<file path="src/rtl/cache_req_arb_if.sv">
// Purpose: request/queue-write bundle between cache requesters, the arbiter and the instruction queue.
// Latency: n/a (wires only); payload fields are packed per requester, slice i = requester i.
// Backpressure: q_full/q_valid flow from the queue into the arbiter; gnt returns to requesters.
//
// Signals:
//   req, addr_in, operation_in, is_flush_in, dest_in : requester side, driven by requesters
//   q_full, q_valid                                  : queue status, driven by the queue
//   gnt, alloc, *_out, drain_busy                    : driven by the arbiter
// Modports: slave = arbiter view, master = requester/queue (environment) view.

interface cache_req_arb_if #(
    parameter int ADDR_WIDTH = 32,
    parameter int N_REQ      = 4
);
    logic [N_REQ-1:0]            req;
    logic [N_REQ*ADDR_WIDTH-1:0] addr_in;
    logic [N_REQ*3-1:0]          operation_in;
    logic [N_REQ-1:0]            is_flush_in;
    logic [N_REQ*2-1:0]          dest_in;
    logic                        q_full;
    logic                        q_valid;

    logic [N_REQ-1:0]            gnt;
    logic                        alloc;
    logic [ADDR_WIDTH-1:0]       addr_out;
    logic [2:0]                  operation_out;
    logic                        is_flush_out;
    logic [1:0]                  src_out;
    logic [1:0]                  dest_out;
    logic                        drain_busy;

    modport slave (
        input  req, addr_in, operation_in, is_flush_in, dest_in, q_full, q_valid,
        output gnt, alloc, addr_out, operation_out, is_flush_out, src_out, dest_out,
               drain_busy
    );

    modport master (
        output req, addr_in, operation_in, is_flush_in, dest_in, q_full, q_valid,
        input  gnt, alloc, addr_out, operation_out, is_flush_out, src_out, dest_out,
               drain_busy
    );
endinterface

</file>
<file path="src/rtl/cache_req_arb.sv">
// Purpose: round-robin arbiter picking one of 4 cache requesters per cycle and writing its entry into the instruction queue.
// Latency: 0 cycles -- grant, alloc and payload are combinational from req/payload in the same cycle; no payload storage.
// Backpressure: q_full suppresses grants (requesters hold); a granted flush parks the arbiter in DRAIN until q_valid drops.
//
// Ports: clk, rst (synchronous, active-high); bus = cache_req_arb_if.slave (requester inputs, queue status,
//        grant/alloc/payload outputs, drain_busy).
// Build option: define ARB_FLUSH_PRIO_EN to make flush requests win over non-flush requests
//               (round-robin among the flush requesters). Undefined: all requesters are equal.

module cache_req_arb #(
    parameter int ADDR_WIDTH = 32,
    parameter int N_REQ      = 4      // src_out is 2 bits, so this must stay 4
) (
    input  logic             clk,
    input  logic             rst,
    cache_req_arb_if.slave   bus
);

    typedef enum logic [0:0] {
        ST_ARB   = 1'b0,
        ST_DRAIN = 1'b1
    } state_t;

    state_t           state_q, state_d;
    logic [1:0]       rr_ptr_q, rr_ptr_d;

    logic [N_REQ-1:0] eligible;
    logic [1:0]       win;
    logic [1:0]       scan_idx;
    logic             win_found;
    logic             grant_ok;

    logic [ADDR_WIDTH-1:0] win_addr;
    logic [2:0]            win_op;
    logic                  win_flush;
    logic [1:0]            win_dest;

    // ------------------------------------------------------------------
    // Eligibility: with flush priority, a pending flush masks out every
    // non-flush requester so the flush reaches the queue first.
    // ------------------------------------------------------------------
`ifdef ARB_FLUSH_PRIO_EN
    logic [N_REQ-1:0] flush_req;

    always_comb begin
        flush_req = bus.req & bus.is_flush_in;
        if (flush_req != '0) begin
            eligible = flush_req;
        end else begin
            eligible = bus.req;
        end
    end
`else
    always_comb begin
        eligible = bus.req;
    end
`endif

    // ------------------------------------------------------------------
    // Round-robin pick: first eligible requester scanning up from rr_ptr.
    // The 2-bit index add wraps 3 -> 0 naturally.
    // ------------------------------------------------------------------
    always_comb begin
        win_found = 1'b0;
        win       = 2'd0;
        scan_idx  = 2'd0;
        for (int k = 0; k < N_REQ; k++) begin
            scan_idx = rr_ptr_q + 2'(k);
            if (!win_found && eligible[scan_idx]) begin
                win_found = 1'b1;
                win       = scan_idx;
            end
        end
    end

    // Grants happen only in ARB with queue space; reset forces everything quiet.
    always_comb begin
        grant_ok = (state_q == ST_ARB) && !bus.q_full && win_found && !rst;
    end

    // Winner's payload, selected straight from the requester buses.
    always_comb begin
        win_addr  = bus.addr_in[int'(win)*ADDR_WIDTH +: ADDR_WIDTH];
        win_op    = bus.operation_in[int'(win)*3 +: 3];
        win_flush = bus.is_flush_in[win];
        win_dest  = bus.dest_in[int'(win)*2 +: 2];
    end

    // ------------------------------------------------------------------
    // Next-state / pointer logic.
    // ------------------------------------------------------------------
    always_comb begin
        state_d  = state_q;
        rr_ptr_d = rr_ptr_q;
        case (state_q)
            ST_ARB: begin
                if (grant_ok) begin
                    rr_ptr_d = win + 2'd1;
                    if (win_flush) begin
                        state_d = ST_DRAIN;
                    end
                end
            end
            ST_DRAIN: begin
                // Leave once the queue has emptied; the first new grant is the following cycle.
                if (!bus.q_valid) begin
                    state_d = ST_ARB;
                end
            end
            default: begin
                state_d = ST_ARB;
            end
        endcase
    end

    always_ff @(posedge clk) begin
        if (rst) begin
            state_q  <= ST_ARB;
            rr_ptr_q <= 2'd0;
        end else begin
            state_q  <= state_d;
            rr_ptr_q <= rr_ptr_d;
        end
    end

    // ------------------------------------------------------------------
    // Outputs: payload is forced to zero whenever no entry is written so
    // the queue never sees stale winner data.
    // ------------------------------------------------------------------
    always_comb begin
        bus.gnt           = '0;
        bus.alloc         = 1'b0;
        bus.addr_out      = '0;
        bus.operation_out = 3'd0;
        bus.is_flush_out  = 1'b0;
        bus.src_out       = 2'd0;
        bus.dest_out      = 2'd0;
        if (grant_ok) begin
            bus.gnt[win]      = 1'b1;
            bus.alloc         = 1'b1;
            bus.addr_out      = win_addr;
            bus.operation_out = win_op;
            bus.is_flush_out  = win_flush;
            bus.src_out       = win;
            bus.dest_out      = win_dest;
        end
    end

    always_comb begin
        bus.drain_busy = (state_q == ST_DRAIN) && !rst;
    end

    // ------------------------------------------------------------------
    // Structural invariants.
    // ------------------------------------------------------------------
    a_gnt_onehot0: assert property (@(posedge clk) $onehot0(bus.gnt));
    a_alloc_gnt:   assert property (@(posedge clk) bus.alloc == (bus.gnt != '0));
    a_drain_quiet: assert property (@(posedge clk) (state_q == ST_DRAIN) |-> (bus.gnt == '0));

endmodule

</file>
<file path="src/flat_wrapper.sv">
// flat-port wrapper written by rule: the top's interface ports become plain ports
module cache_req_arb_flat 
#(
    parameter int ADDR_WIDTH = 32,
    parameter int N_REQ      = 4                                               
)
  (clk, rst, bus_req, bus_addr_in, bus_operation_in, bus_is_flush_in, bus_dest_in, bus_q_full, bus_q_valid, bus_gnt, bus_alloc, bus_addr_out, bus_operation_out, bus_is_flush_out, bus_src_out, bus_dest_out, bus_drain_busy);
  cache_req_arb_if #(.ADDR_WIDTH(ADDR_WIDTH), .N_REQ(N_REQ)) bus_i ();
  input  logic clk;
  input  logic rst;
  input wire logic [$bits(bus_i.req)-1:0] bus_req;
  input wire logic [$bits(bus_i.addr_in)-1:0] bus_addr_in;
  input wire logic [$bits(bus_i.operation_in)-1:0] bus_operation_in;
  input wire logic [$bits(bus_i.is_flush_in)-1:0] bus_is_flush_in;
  input wire logic [$bits(bus_i.dest_in)-1:0] bus_dest_in;
  input wire logic [$bits(bus_i.q_full)-1:0] bus_q_full;
  input wire logic [$bits(bus_i.q_valid)-1:0] bus_q_valid;
  output wire logic [$bits(bus_i.gnt)-1:0] bus_gnt;
  output wire logic [$bits(bus_i.alloc)-1:0] bus_alloc;
  output wire logic [$bits(bus_i.addr_out)-1:0] bus_addr_out;
  output wire logic [$bits(bus_i.operation_out)-1:0] bus_operation_out;
  output wire logic [$bits(bus_i.is_flush_out)-1:0] bus_is_flush_out;
  output wire logic [$bits(bus_i.src_out)-1:0] bus_src_out;
  output wire logic [$bits(bus_i.dest_out)-1:0] bus_dest_out;
  output wire logic [$bits(bus_i.drain_busy)-1:0] bus_drain_busy;
  assign bus_i.req = bus_req;
  assign bus_i.addr_in = bus_addr_in;
  assign bus_i.operation_in = bus_operation_in;
  assign bus_i.is_flush_in = bus_is_flush_in;
  assign bus_i.dest_in = bus_dest_in;
  assign bus_i.q_full = bus_q_full;
  assign bus_i.q_valid = bus_q_valid;
  assign bus_gnt = bus_i.gnt;
  assign bus_alloc = bus_i.alloc;
  assign bus_addr_out = bus_i.addr_out;
  assign bus_operation_out = bus_i.operation_out;
  assign bus_is_flush_out = bus_i.is_flush_out;
  assign bus_src_out = bus_i.src_out;
  assign bus_dest_out = bus_i.dest_out;
  assign bus_drain_busy = bus_i.drain_busy;
  cache_req_arb #(.ADDR_WIDTH(ADDR_WIDTH), .N_REQ(N_REQ)) u_core (.clk(clk), .rst(rst), .bus(bus_i));
endmodule
</file>
<file path="config.mk">
export PLATFORM = sky130hd
export DESIGN_NAME = cache_req_arb_flat
export DESIGN_NICKNAME = d
export VERILOG_FILES = /design/src/rtl/cache_req_arb_if.sv /design/src/rtl/cache_req_arb.sv /design/src/flat_wrapper.sv
export SDC_FILE = /design/constraint.sdc
export NUM_CORES = 1
export LEC_CHECK = 0
export BUFFER_PORTS_ARGS = -buffer_cell sky130_fd_sc_hd__buf_2
export CAP_MARGIN = 15
export CORE_ASPECT_RATIO = 0.6
export CORE_UTILIZATION = 25
export CTS_BUF_LIST = sky130_fd_sc_hd__clkbuf_8 sky130_fd_sc_hd__clkbuf_16
export CTS_CLUSTER_SIZE = 24
export DETAILED_ROUTE_END_ITERATION = 10
export GPL_ROUTABILITY_DRIVEN = 1
export SLEW_MARGIN = 20
export SYNTH_ARGS = -nofsm -noshare
export SYNTH_HDL_FRONTEND = slang
export SYNTH_SLANG_ARGS = --single-unit
</file>
<file path="constraint.sdc">
create_clock -name clk -period 2 [get_ports clk]
set_clock_uncertainty 0.15 [all_clocks]
set_input_delay 0.2 -clock clk [delete_from_list [all_inputs] [get_ports clk]]
set_output_delay 0.2 -clock clk [all_outputs]
set_load 0.01 [all_outputs]
</file>
==> flow_results.xml, run 1 <==
<?xml version="1.0" encoding="UTF-8"?>
<metrics>
  <group name="drt">
    <metric name="avgViaCountPerCell" unit="">5.45</metric>
    <metric name="top_signal_layer_used" unit="">met4</metric>
    <metric name="drt_first_iter_violations" unit="">212</metric>
    <metric name="detail_route.wirelength" unit="mm">9.06</metric>
    <metric name="drt_first_pass_iters" unit="">4</metric>
    <metric name="number_of_routed_nets_with_antenna_violations" unit="">0</metric>
    <metric name="wl_met2" unit="mm">4.34</metric>
    <metric name="detail_route.wl_per_cell" unit="um">16.2</metric>
    <metric name="dr_total_vias" unit="">3049</metric>
    <metric name="route.detailed.drc" unit="">0</metric>
    <metric name="route.layer.met1.wl" unit="mm">4.02</metric>
    <metric name="detailroute.wirelength.met3" unit="um">600</metric>
  </group>
  <group name="run_status">
    <metric name="failed_checks" unit="">setup timing</metric>
    <metric name="run_status" unit="">finished, violations left</metric>
  </group>
  <group name="die">
    <metric name="initial_utilization" unit="%">26.9</metric>
    <metric name="placeableCoreArea" unit="sq mm">0.00636</metric>
    <metric name="die_area" unit="sq mm">0.00719</metric>
    <metric name="placement_rows" unit="">22</metric>
    <metric name="design.portCount" unit="">206</metric>
    <metric name="dieWidth" unit="um">109</metric>
    <metric name="die-height" unit="um">66.1</metric>
  </group>
  <group name="timing">
    <metric name="max-slew-margin-rel" unit="%">79.6</metric>
    <metric name="final_setup_margin" unit="ns">-0.278</metric>
    <metric name="timing_max_transition_violations_final" unit="">0</metric>
    <metric name="rsz0062_at_grt" unit="">yes</metric>
    <metric name="period_share" unit="%">114</metric>
    <metric name="worstMarginPinSlew" unit="ns">0.303</metric>
    <metric name="finalHoldViolations" unit="">0</metric>
    <metric name="final.min_clock_period" unit="ns">2.28</metric>
    <metric name="achievable-frequency" unit="MHz">439</metric>
    <metric name="setup_viol" unit="">42</metric>
  </group>
  <group name="synthesis">
    <metric name="syn_inst" unit="">266</metric>
    <metric name="yosysWarnings" unit="">0</metric>
    <metric name="synth.ff_latch_count" unit="">3</metric>
    <metric name="synth.yosys.seq_area_share" unit="%">3.51</metric>
    <metric name="synth_area_per_cell" unit="sq um">6.43</metric>
    <metric name="mappedNetlistArea" unit="sq mm">0.00171</metric>
    <metric name="synth_cell_types" unit="">32</metric>
    <metric name="synth_fp_nets" unit="">430</metric>
  </group>
  <group name="cts">
    <metric name="max-clock-path-buffers" unit="">2</metric>
    <metric name="clk_root_buffer_cell" unit="">clkbuf_16</metric>
    <metric name="clock-sinks" unit="">3</metric>
    <metric name="cts_hold_buf" unit="">0</metric>
    <metric name="cts-htree-levels" unit="">1</metric>
    <metric name="clock_tree_from_tritoncts" unit="">done</metric>
    <metric name="clk-insertion-delay-late" unit="ns">0.22</metric>
    <metric name="cts-buffers-inserted" unit="">3</metric>
    <metric name="clk_transition_reported_paths" unit="ns">0.03</metric>
  </group>
  <group name="power_and_ir_drop">
    <metric name="vdd_drop_max" unit="V">0.000355</metric>
    <metric name="power_per_cell_area" unit="mW/mm^2">428</metric>
    <metric name="p_total" unit="mW">1.58</metric>
    <metric name="total_leakage_power" unit="nW">1.89</metric>
  </group>
  <group name="cells_and_area">
    <metric name="antenna_cells_inserted" unit="">0</metric>
    <metric name="drive_gt1_share" unit="%">68.4</metric>
    <metric name="area_added_between_synthesis_and_finish" unit="%">116</metric>
    <metric name="design.final.nets" unit="">640</metric>
    <metric name="finalInstanceArea" unit="sq mm">0.00369</metric>
    <metric name="final_util" unit="%">58.0</metric>
  </group>
  <group name="setup_path">
    <metric name="worst-endpoint-arrival" unit="ns">1.93</metric>
    <metric name="setup.worst_path.end_class" unit="">output pin</metric>
    <metric name="criticalPathCategory" unit="">flop to output pin</metric>
    <metric name="critical_path.startpoint_type" unit="">flop</metric>
    <metric name="cp.required" unit="ns">1.65</metric>
    <metric name="critPathMaxFanout" unit="">11</metric>
  </group>
  <group name="placed_design">
    <metric name="place.detailed.hpwl" unit="mm">5.74</metric>
    <metric name="last_weighted_congestion_value_of_the_routability_driven_placer" unit="">0.791</metric>
    <metric name="pre_cts_ws" unit="ns">-0.0774</metric>
    <metric name="port-buffer-count" unit="">205</metric>
    <metric name="place_area" unit="sq mm">0.00288</metric>
  </group>
  <group name="grt">
    <metric name="grt_pass1_wl" unit="mm">13.0</metric>
    <metric name="grt_antenna_before_repair" unit="">0</metric>
    <metric name="track_usage" unit="%">22.7</metric>
    <metric name="grt_start_max_net_pins" unit="">41</metric>
    <metric name="grt-ovfl-total" unit="">0</metric>
    <metric name="first_global_vias" unit="">2765</metric>
  </group>
  <group name="run">
    <metric name="max_cap_violations" unit="">0</metric>
  </group>
  <group name="min_path">
    <metric name="timing.hold.worst.class" unit="">primary input to flop</metric>
  </group>
</metrics>
-- flip-flops by register name, indices dropped and copies added (netlist names) --
name	cells
u_core.state_q	1
u_core.rr_ptr_q	2
-- placed cells by master (no fill, tap or decap), types with 3 or more instances in the layout --
master	n
a211oi_1	11
a211oi_2	26
a311oi_1	18
a311oi_2	19
and2_1	4
and3_1	39
buf_12	14
buf_16	4
buf_2	205
buf_4	12
buf_6	4
clkbuf_16	4
nand2_1	25
nand2_2	16
nand3_1	37
nor2_1	3
-- critical path, stage by stage, from the launching register on --
cell      delay (ns)
dfxtp_2         0.31
buf_4           0.15
o21bai_4        0.18
buf_12          0.15
nand2_8         0.13
buf_12          0.12
buf_16          0.12
nand2_1         0.09
a311oi_2        0.27
buf_2           0.18
-- final cells by class --
type,instances,area [sq um]
fillers,596,2670
multi-input cells,223,1800
repair buffers,242,1620
well taps,84,105
clock buffers,3,75.1
flip-flops and latches,3,65.1
inverters,3,18.8
clock inverters,1,3.75
-- synthesized netlist by cell type --
cell type | count | area (sq um)
nand2_1 | 41 | 154
and3_1 | 39 | 244
a211oi_1 | 37 | 278
a311oi_1 | 37 | 324
nand3_1 | 37 | 185
buf_2 | 17 | 85.1
clkbuf_1 | 11 | 41.3
buf_4 | 5 | 37.5
and2_1 | 4 | 25.0
ha_1 | 4 | 50.1
nor2_1 | 4 | 15.0
dfxtp_1 | 3 | 60.1
nor2b_1 | 3 | 18.8
a211oi_2 | 2 | 25.0
buf_6 | 2 | 22.5
inv_2 | 2 | 7.51
nor2b_2 | 2 | 17.5
o21ai_0 | 2 | 10.0
a211o_2 | 1 | 10.0
a21oi_1 | 1 | 5.00
a22oi_1 | 1 | 7.51
clkbuf_2 | 1 | 5.00
clkbuf_4 | 1 | 7.51
inv_1 | 1 | 3.75
nand2_4 | 1 | 11.3
nor3_1 | 1 | 5.00
nor4_1 | 1 | 6.26
o21ai_1 | 1 | 5.00
o21bai_4 | 1 | 18.8
o221a_2 | 1 | 11.3
o31ai_1 | 1 | 7.51
or4_1 | 1 | 7.51
-- where the power goes --
part | internal (mW) | switching (mW)
clock network | 0.257 | 0.0508
logic | 0.602 | 0.600
registers | 0.0656 | 0.00483
total | 0.925 | 0.656
-- worst paths after layout --
path | from | endpoint | slack (ns) | cells past startpoint
min reg2reg | u_core.rr_ptr_q[0]$_SDFFE_PP0P_ | u_core.rr_ptr_q[0]$_SDFFE_PP0P_ | 0.44 | 2
min | rst | u_core.rr_ptr_q[0]$_SDFFE_PP0P_ | 0.02 | 2
max | u_core.rr_ptr_q[1]$_SDFFE_PP0P_ | bus_operation_out[0] | -0.28 | 9
max reg2reg | u_core.rr_ptr_q[1]$_SDFFE_PP0P_ | u_core.state_q$_SDFF_PP0_ | 0.05 | 8
-- routing by layer --
| layer | track usage [%] | vias to the layer above |
|---|---|---|
| met5 | 0 | - |
| met1 | 28.6 | 1432 |
| met3 | 3.15 | 10 |
| met2 | 40.7 | 136 |
| li1 | - | 1471 |
| met4 | 5.24 | 0 |
-- through the flow --
step / hold slack [ns] / TNS, ns / instances
finish: 0.0219 / -7.01 / 559
global placement: 0.254 / -0.517 / 539
global route: 0.0317 / -10.01 / 559
CTS: 0.0162 / -7.22 / 555
floorplan: 0.119 / 0 / 266
detailed placement: 0.254 / -1.03 / 539
-- logic make-up after synthesis --
logic type	synth area share (%)
DFF	3.51
AOI/OAI and AO/OA	41.0
buffers and inverters	12.3
adders and majority gates	2.92
and+or+nand+nor	40.3
-- repair_timing --
action                     CTS  global route
pin swaps                   26            16
cloned                       7             1
setup buffers                5             5
hold endpoints to repair     0             0
gates resized for setup     69            30
setup endpoints to repair   42            44
Note: power is estimated with default switching activity, not from simulation.
==> inputs of run 2 (changes only) <==
Settings changed: GPL_TIMING_DRIVEN from default to 0, REMOVE_ABC_BUFFERS from default to 1.
Clock period 2 ns to 2.5 ns, I/O delays scaled along.
==> flow_results.xml, run 2 (synthesis results as in run 1) <==
<?xml version="1.0" encoding="UTF-8"?>
<metrics>
  <group name="drt">
    <metric name="drt_first_iter_violations" unit="">297</metric>
    <metric name="drt_first_pass_iters" unit="">4</metric>
    <metric name="detail_route.wl_per_cell" unit="um">17.1</metric>
    <metric name="detail_route.wirelength" unit="mm">9.21</metric>
    <metric name="route.detailed.drc" unit="">0</metric>
    <metric name="number_of_routed_nets_with_antenna_violations" unit="">0</metric>
    <metric name="avgViaCountPerCell" unit="">5.55</metric>
    <metric name="dr_total_vias" unit="">2984</metric>
  </group>
  <group name="cts">
    <metric name="clk_transition_reported_paths" unit="ns">0.03</metric>
    <metric name="cts-buffers-inserted" unit="">3</metric>
    <metric name="max-clock-path-buffers" unit="">2</metric>
    <metric name="clock_tree_from_tritoncts" unit="">done</metric>
    <metric name="cts-htree-levels" unit="">1</metric>
    <metric name="cts_hold_buf" unit="">0</metric>
    <metric name="clk-insertion-delay-late" unit="ns">0.22</metric>
    <metric name="clock-sinks" unit="">3</metric>
    <metric name="clk_root_buffer_cell" unit="">clkbuf_16</metric>
  </group>
  <group name="setup_path">
    <metric name="cp.required" unit="ns">2.10</metric>
    <metric name="cp_cell_sequence" unit="">nor2b_4, o21ai_1, o221a_4, clkinv_16, a211oi_1, a311oi_1, buf_2</metric>
    <metric name="worst-endpoint-arrival" unit="ns">1.98</metric>
    <metric name="cp_slowest_stage_delay" unit="ns">0.41</metric>
    <metric name="r2r-end" unit="">u_core.rr_ptr_q[1]$_SDFFE_PP0P_</metric>
    <metric name="critical_path.startpoint_type" unit="">flop</metric>
    <metric name="crit_slowest_cell" unit="">dfxtp_1</metric>
    <metric name="critPathMaxFanout" unit="">78</metric>
    <metric name="regToRegSetupSlack" unit="ns">0.50</metric>
    <metric name="criticalPathCategory" unit="">flop to output pin</metric>
    <metric name="timing.reg2reg.worst_path_depth" unit="">8</metric>
    <metric name="setup.worst_path.end_class" unit="">output pin</metric>
    <metric name="timing.rr.start" unit="">u_core.rr_ptr_q[1]$_SDFFE_PP0P_</metric>
  </group>
  <group name="placed_design">
    <metric name="last_weighted_congestion_value_of_the_routability_driven_placer" unit="">0.720</metric>
    <metric name="place.detailed.hpwl" unit="mm">5.28</metric>
    <metric name="place.detailed.instances" unit="">521</metric>
    <metric name="place_area" unit="sq mm">0.00272</metric>
    <metric name="port-buffer-count" unit="">205</metric>
  </group>
  <group name="timing">
    <metric name="timing_max_transition_violations_final" unit="">0</metric>
    <metric name="final.min_clock_period" unit="ns">2.38</metric>
    <metric name="max-slew-margin-rel" unit="%">70.1</metric>
    <metric name="period_share" unit="%">95.3</metric>
    <metric name="achievable-frequency" unit="MHz">420</metric>
    <metric name="setup_viol" unit="">0</metric>
    <metric name="finalHoldViolations" unit="">0</metric>
    <metric name="worstMarginPinSlew" unit="ns">0.448</metric>
  </group>
  <group name="grt">
    <metric name="grt_pass1_wl" unit="mm">13.7</metric>
    <metric name="grt_antenna_before_repair" unit="">0</metric>
    <metric name="grt-ovfl-total" unit="">0</metric>
    <metric name="grt_start_max_net_pins" unit="">79</metric>
    <metric name="track_usage" unit="%">24.2</metric>
    <metric name="first_global_vias" unit="">2840</metric>
  </group>
  <group name="run">
    <metric name="max_cap_violations" unit="">0</metric>
  </group>
  <group name="cells_and_area">
    <metric name="finalInstanceArea" unit="sq mm">0.00308</metric>
    <metric name="max_flop_register" unit="">u_core.rr_ptr_q</metric>
    <metric name="stdcell_count" unit="">538</metric>
    <metric name="register_area" unit="sq um">61.3</metric>
    <metric name="top_registers" unit="">u_core.rr_ptr_q (2), u_core.state_q (1)</metric>
    <metric name="multi_input_comb_area" unit="sq mm">0.00163</metric>
    <metric name="antenna_cells_inserted" unit="">0</metric>
    <metric name="largest_reg_flops" unit="">2</metric>
    <metric name="fillers" unit="">664</metric>
    <metric name="layout.cells.most_common_list" unit="">205 x buf_2, 40 x nand2_1, 39 x and3_1</metric>
    <metric name="drive_gt1_share" unit="%">53.5</metric>
    <metric name="design.final.nets" unit="">619</metric>
    <metric name="final_util" unit="%">48.4</metric>
    <metric name="mostFrequentLayoutCell" unit="">buf_2</metric>
    <metric name="area_added_between_synthesis_and_finish" unit="%">79.7</metric>
  </group>
  <group name="die">
    <metric name="dieWidth" unit="um">109</metric>
    <metric name="initial_utilization" unit="%">26.9</metric>
    <metric name="placeableCoreArea" unit="sq mm">0.00636</metric>
    <metric name="die_area" unit="sq mm">0.00719</metric>
    <metric name="design.portCount" unit="">206</metric>
    <metric name="placement_rows" unit="">22</metric>
    <metric name="die-height" unit="um">66.1</metric>
  </group>
  <group name="min_path">
    <metric name="cell_count_of_the_worst_hold_path" unit="">2</metric>
    <metric name="timing.hold.worst.class" unit="">primary input to flop</metric>
    <metric name="min_delay_endpoint" unit="">u_core.rr_ptr_q[1]$_SDFFE_PP0P_</metric>
    <metric name="hold_path.startpoint" unit="">rst</metric>
  </group>
  <group name="power_and_ir_drop">
    <metric name="vdd_drop_max" unit="V">0.000172</metric>
    <metric name="power_per_cell_area" unit="mW/mm^2">330</metric>
    <metric name="total_leakage_power" unit="nW">1.66</metric>
  </group>
  <group name="run_status">
    <metric name="run_status" unit="">finished clean</metric>
  </group>
</metrics>
## run 2: where the power goes
| group | switching, mW | internal (mW) | total, mW |
|---|---|---|---|
| clock network | 0.0398 | 0.206 | 0.246 |
| logic | 0.408 | 0.304 | 0.712 |
| registers | 0.00492 | 0.0527 | 0.0576 |
## run 2: worst max-delay path, delay by kind of cell (launching register included)
kind / cells / cell delay [ns]
simple gates: 1 / 0.10
compound gates: 4 / 0.85
flops: 1 / 0.41
buf+inv: 2 / 0.33
## run 2: what timing repair did
action / CTS / global route
gates cloned: 6 / 1
endpoints found under the setup margin: 45 / 40
setup buffers: 4 / 2
gates resized for setup: 12 / 11
pin swaps: 4 / 3
## run 2: layout make-up
class	instances	share of cell area (%)
clock buffer	3	2.44
clock inverter	1	0.122
inverter	3	1.22
timing repair buffer	214	37.8
tap	84	3.42
multi-input combinational	230	53.0
sequential	3	1.99
## run 2: worst max-delay path by stage
stage | slack [ns] | to | start | cells after the start
CTS | 0.01 | bus_is_flush_out | u_core.rr_ptr_q[1]$_SDFFE_PP0P_ | 6
global placement | -1.22 | bus_addr_out[6] | bus_req[0] | 7
floorplan | -0.18 | bus_gnt[0] | bus_req[0] | 5
finish | 0.12 | bus_addr_out[6] | u_core.rr_ptr_q[0]$_SDFFE_PP0P_ | 7
detailed placement | -0.81 | bus_addr_out[30] | bus_req[1] | 7
global route | -0.02 | bus_addr_out[23] | u_core.rr_ptr_q[0]$_SDFFE_PP0P_ | 7
## run 2: layer usage
metal	global-route usage, %	vias up	wire [um]
met1	29.7	1406	3940
met2	43.8	133	4440
li1	-	1441	-
met5	0	-	0
met4	4.90	0	55
met3	4.63	4	768
## run 2: metrics by stage
| stage | hold slack (ns) | TNS [ns] | total power, mW | setup slack, ns |
|---|---|---|---|---|
| finish | 0.0774 | 0 | 1.01 | 0.118 |
| global route | 0.0824 | -0.0723 | 1.09 | -0.0242 |
| CTS | 0.0842 | 0 | 0.989 | 0.00952 |
| detailed placement | 0.310 | -34.18 | 0.653 | -0.814 |
| global placement | 0.303 | -53.00 | 0.620 | -1.22 |
| floorplan | 0.169 | -5.61 | 0.376 | -0.181 |
==> inputs of run 3 (changes only) <==
Settings changed: PLACE_DENSITY from default to 0.66, SETUP_SLACK_MARGIN from default to 0.5.
Clock period 2.5 ns to 2.1 ns, I/O delays scaled along.
==> flow_results.xml, run 3 (synthesis results as in run 1) <==
<?xml version="1.0" encoding="UTF-8"?>
<metrics>
  <group name="setup_path">
    <metric name="critPathMaxFanout" unit="">7</metric>
    <metric name="r2r-end" unit="">u_core.rr_ptr_q[1]$_SDFFE_PP0P_</metric>
    <metric name="cp.required" unit="ns">1.74</metric>
    <metric name="timing.reg2reg.worst_path_depth" unit="">7</metric>
    <metric name="critical_path.startpoint_type" unit="">flop</metric>
    <metric name="critical_path_source" unit="">u_core.rr_ptr_q[0]$_SDFFE_PP0P_</metric>
    <metric name="setup.worst_path.end_class" unit="">output pin</metric>
    <metric name="worstSetupEndpoint" unit="">bus_addr_out[16]</metric>
    <metric name="criticalPathCategory" unit="">flop to output pin</metric>
    <metric name="timing.rr.start" unit="">u_core.rr_ptr_q[1]$_SDFFE_PP0P_</metric>
    <metric name="worst-endpoint-arrival" unit="ns">2.05</metric>
    <metric name="regToRegSetupSlack" unit="ns">0.07</metric>
  </group>
  <group name="cells_and_area">
    <metric name="mostFrequentLayoutCell" unit="">buf_2</metric>
    <metric name="design.final.nets" unit="">674</metric>
    <metric name="register_area" unit="sq um">67.6</metric>
    <metric name="fillers" unit="">473</metric>
    <metric name="layout.cells.most_common_list" unit="">204 x buf_2, 32 x nand3_1, 30 x and3_1</metric>
    <metric name="area_added_between_synthesis_and_finish" unit="%">151</metric>
    <metric name="largest_reg_flops" unit="">2</metric>
    <metric name="drive_gt1_share" unit="%">71.1</metric>
    <metric name="multi_input_comb_area" unit="sq mm">0.00232</metric>
    <metric name="top_registers" unit="">u_core.rr_ptr_q (2), u_core.state_q (1)</metric>
    <metric name="max_flop_register" unit="">u_core.rr_ptr_q</metric>
    <metric name="stdcell_count" unit="">594</metric>
  </group>
  <group name="timing">
    <metric name="setup_viol" unit="">43</metric>
    <metric name="rsz0062_at_grt" unit="">yes</metric>
    <metric name="finalHoldViolations" unit="">0</metric>
    <metric name="final.min_clock_period" unit="ns">2.41</metric>
    <metric name="setup-tns-final" unit="ns">-7.09</metric>
    <metric name="achievable-frequency" unit="MHz">415</metric>
    <metric name="worstMarginPinSlew" unit="ns">0.330</metric>
    <metric name="timing_max_transition_violations_final" unit="">0</metric>
    <metric name="max-slew-margin-rel" unit="%">77.9</metric>
    <metric name="period_share" unit="%">115</metric>
    <metric name="final_setup_margin" unit="ns">-0.311</metric>
  </group>
  <group name="cts">
    <metric name="clock_tree_from_tritoncts" unit="">done</metric>
    <metric name="cts-htree-levels" unit="">1</metric>
    <metric name="cts-buffers-inserted" unit="">3</metric>
    <metric name="cts_hold_buf" unit="">0</metric>
    <metric name="clock-sinks" unit="">3</metric>
    <metric name="clk-insertion-delay-late" unit="ns">0.23</metric>
    <metric name="clk_root_buffer_cell" unit="">clkbuf_16</metric>
    <metric name="clk_transition_reported_paths" unit="ns">0.03</metric>
    <metric name="max-clock-path-buffers" unit="">2</metric>
  </group>
  <group name="grt">
    <metric name="grt_pass1_wl" unit="mm">19.3</metric>
    <metric name="first_global_vias" unit="">3304</metric>
    <metric name="grt-ovfl-total" unit="">0</metric>
    <metric name="grt_antenna_before_repair" unit="">1</metric>
    <metric name="grt_start_max_net_pins" unit="">32</metric>
    <metric name="track_usage" unit="%">36.4</metric>
  </group>
  <group name="die">
    <metric name="die-height" unit="um">66.1</metric>
    <metric name="die_area" unit="sq mm">0.00719</metric>
    <metric name="design.portCount" unit="">206</metric>
    <metric name="placeableCoreArea" unit="sq mm">0.00636</metric>
    <metric name="dieWidth" unit="um">109</metric>
    <metric name="initial_utilization" unit="%">26.9</metric>
    <metric name="placement_rows" unit="">22</metric>
  </group>
  <group name="min_path">
    <metric name="timing.hold.worst.class" unit="">primary input to flop</metric>
  </group>
  <group name="placed_design">
    <metric name="last_weighted_congestion_value_of_the_routability_driven_placer" unit="">0.764</metric>
    <metric name="place.detailed.instances" unit="">521</metric>
    <metric name="place.detailed.hpwl" unit="mm">4.97</metric>
    <metric name="port-buffer-count" unit="">205</metric>
  </group>
  <group name="drt">
    <metric name="drt_first_pass_iters" unit="">7</metric>
    <metric name="drt_first_iter_violations" unit="">513</metric>
    <metric name="dr_total_vias" unit="">3774</metric>
    <metric name="detail_route.wirelength" unit="mm">14.7</metric>
    <metric name="number_of_routed_nets_with_antenna_violations" unit="">0</metric>
    <metric name="route.detailed.drc" unit="">0</metric>
    <metric name="detail_route.wl_per_cell" unit="um">24.7</metric>
    <metric name="avgViaCountPerCell" unit="">6.35</metric>
  </group>
  <group name="run_status">
    <metric name="failed_checks" unit="">setup timing</metric>
    <metric name="run_status" unit="">finished, violations left</metric>
  </group>
  <group name="power_and_ir_drop">
    <metric name="power_per_cell_area" unit="mW/mm^2">430</metric>
    <metric name="vdd_drop_max" unit="V">0.000231</metric>
    <metric name="total_leakage_power" unit="nW">2.04</metric>
  </group>
  <group name="run">
    <metric name="max_cap_violations" unit="">0</metric>
  </group>
</metrics>
run 3: changes by cell type in the layout (fill, tap and decap cells not counted), moves of 8 or more:
| cell | change |
|---|---|
| buf_4 | +10 |
| and3_1 | -9 |
| nand2_2 | +9 |
| nand2_1 | -11 |
| a211oi_2 | +23 |
| and3_4 | +9 |
| nand2_8 | +10 |
| a311oi_2 | +10 |
| a211oi_1 | -24 |
| a211o_4 | +8 |
| a311oi_1 | -10 |
run 3: how the worst min path moves through the flow:
stage | endpoint | cells after the start | startpoint | slack, ns
global route | u_core.rr_ptr_q[0]$_SDFFE_PP0P_ | 2 | rst | 0.05
global placement | u_core.rr_ptr_q[1]$_SDFFE_PP0P_ | 2 | rst | 0.26
finish | u_core.rr_ptr_q[0]$_SDFFE_PP0P_ | 2 | rst | 0.04
detailed placement | u_core.rr_ptr_q[1]$_SDFFE_PP0P_ | 2 | rst | 0.26
CTS | u_core.rr_ptr_q[1]$_SDFFE_PP0P_ | 2 | rst | 0.03
floorplan | u_core.rr_ptr_q[1]$_SDFFE_PP0P_ | 1 | rst | 0.13
run 3: worst max-delay path, cell delays in order (launching register included):
cell	delay, ns
dfxtp_4	0.38
nor2b_4	0.07
o21bai_4	0.25
buf_12	0.19
clkbuf_16	0.16
and3_4	0.19
a211oi_2	0.05
a311oi_1	0.33
buf_2	0.20
run 3: cell type report:
type / count / share of cell area, %
Antenna cell: 1 / 0.0581
Multi-Input combinational cell: 249 / 53.8
Clock buffer: 3 / 1.74
Inverter: 3 / 0.727
Sequential cell: 3 / 1.57
Clock inverter: 1 / 0.0872
Timing Repair Buffer: 245 / 38.1
Tap cell: 84 / 2.44
Timing Repair inverter: 5 / 1.48
run 3: timing repair:
action	in CTS	in global routing
gates resized for setup	87	63
cloned	31	5
setup endpoints to repair	48	48
buffers inserted	31	1
pin swaps	24	47
run 3: power breakdown:
| group | total (mW) | internal [mW] | switching, mW | leakage [nW] |
|---|---|---|---|---|
| clock | 0.313 | 0.247 | 0.0663 | 0.0423 |
| combinational | 1.47 | 0.641 | 0.827 | 1.97 |
| sequential | 0.0701 | 0.0620 | 0.00805 | 0.0260 |
| total | 1.85 | 0.950 | 0.901 | 2.04 |
run 3: stage by stage:
stage | area [sq um] | power, mW | hold slack [ns] | worst slack [ns] | utilization (%)
floorplan | 1510 | 0.448 | 0.129 | -0.535 | -
finish | 4300 | 1.85 | 0.0370 | -0.311 | 67.7
global route | 4300 | 1.91 | 0.0468 | -0.332 | 67.7
detailed placement | 2720 | 0.776 | 0.263 | -1.18 | 42.8
global placement | 2640 | 0.730 | 0.264 | -1.56 | 41.6
CTS | 3900 | 1.60 | 0.0274 | -0.103 | 61.3
run 3: per-layer routing:
metal	track usage, %	share of wire (%)	wire [um]
met2	55.5	42	6190
met3	6.90	12	1800
met1	49.7	41	6070
met5	0	0	0
met4	15.2	4.1	607
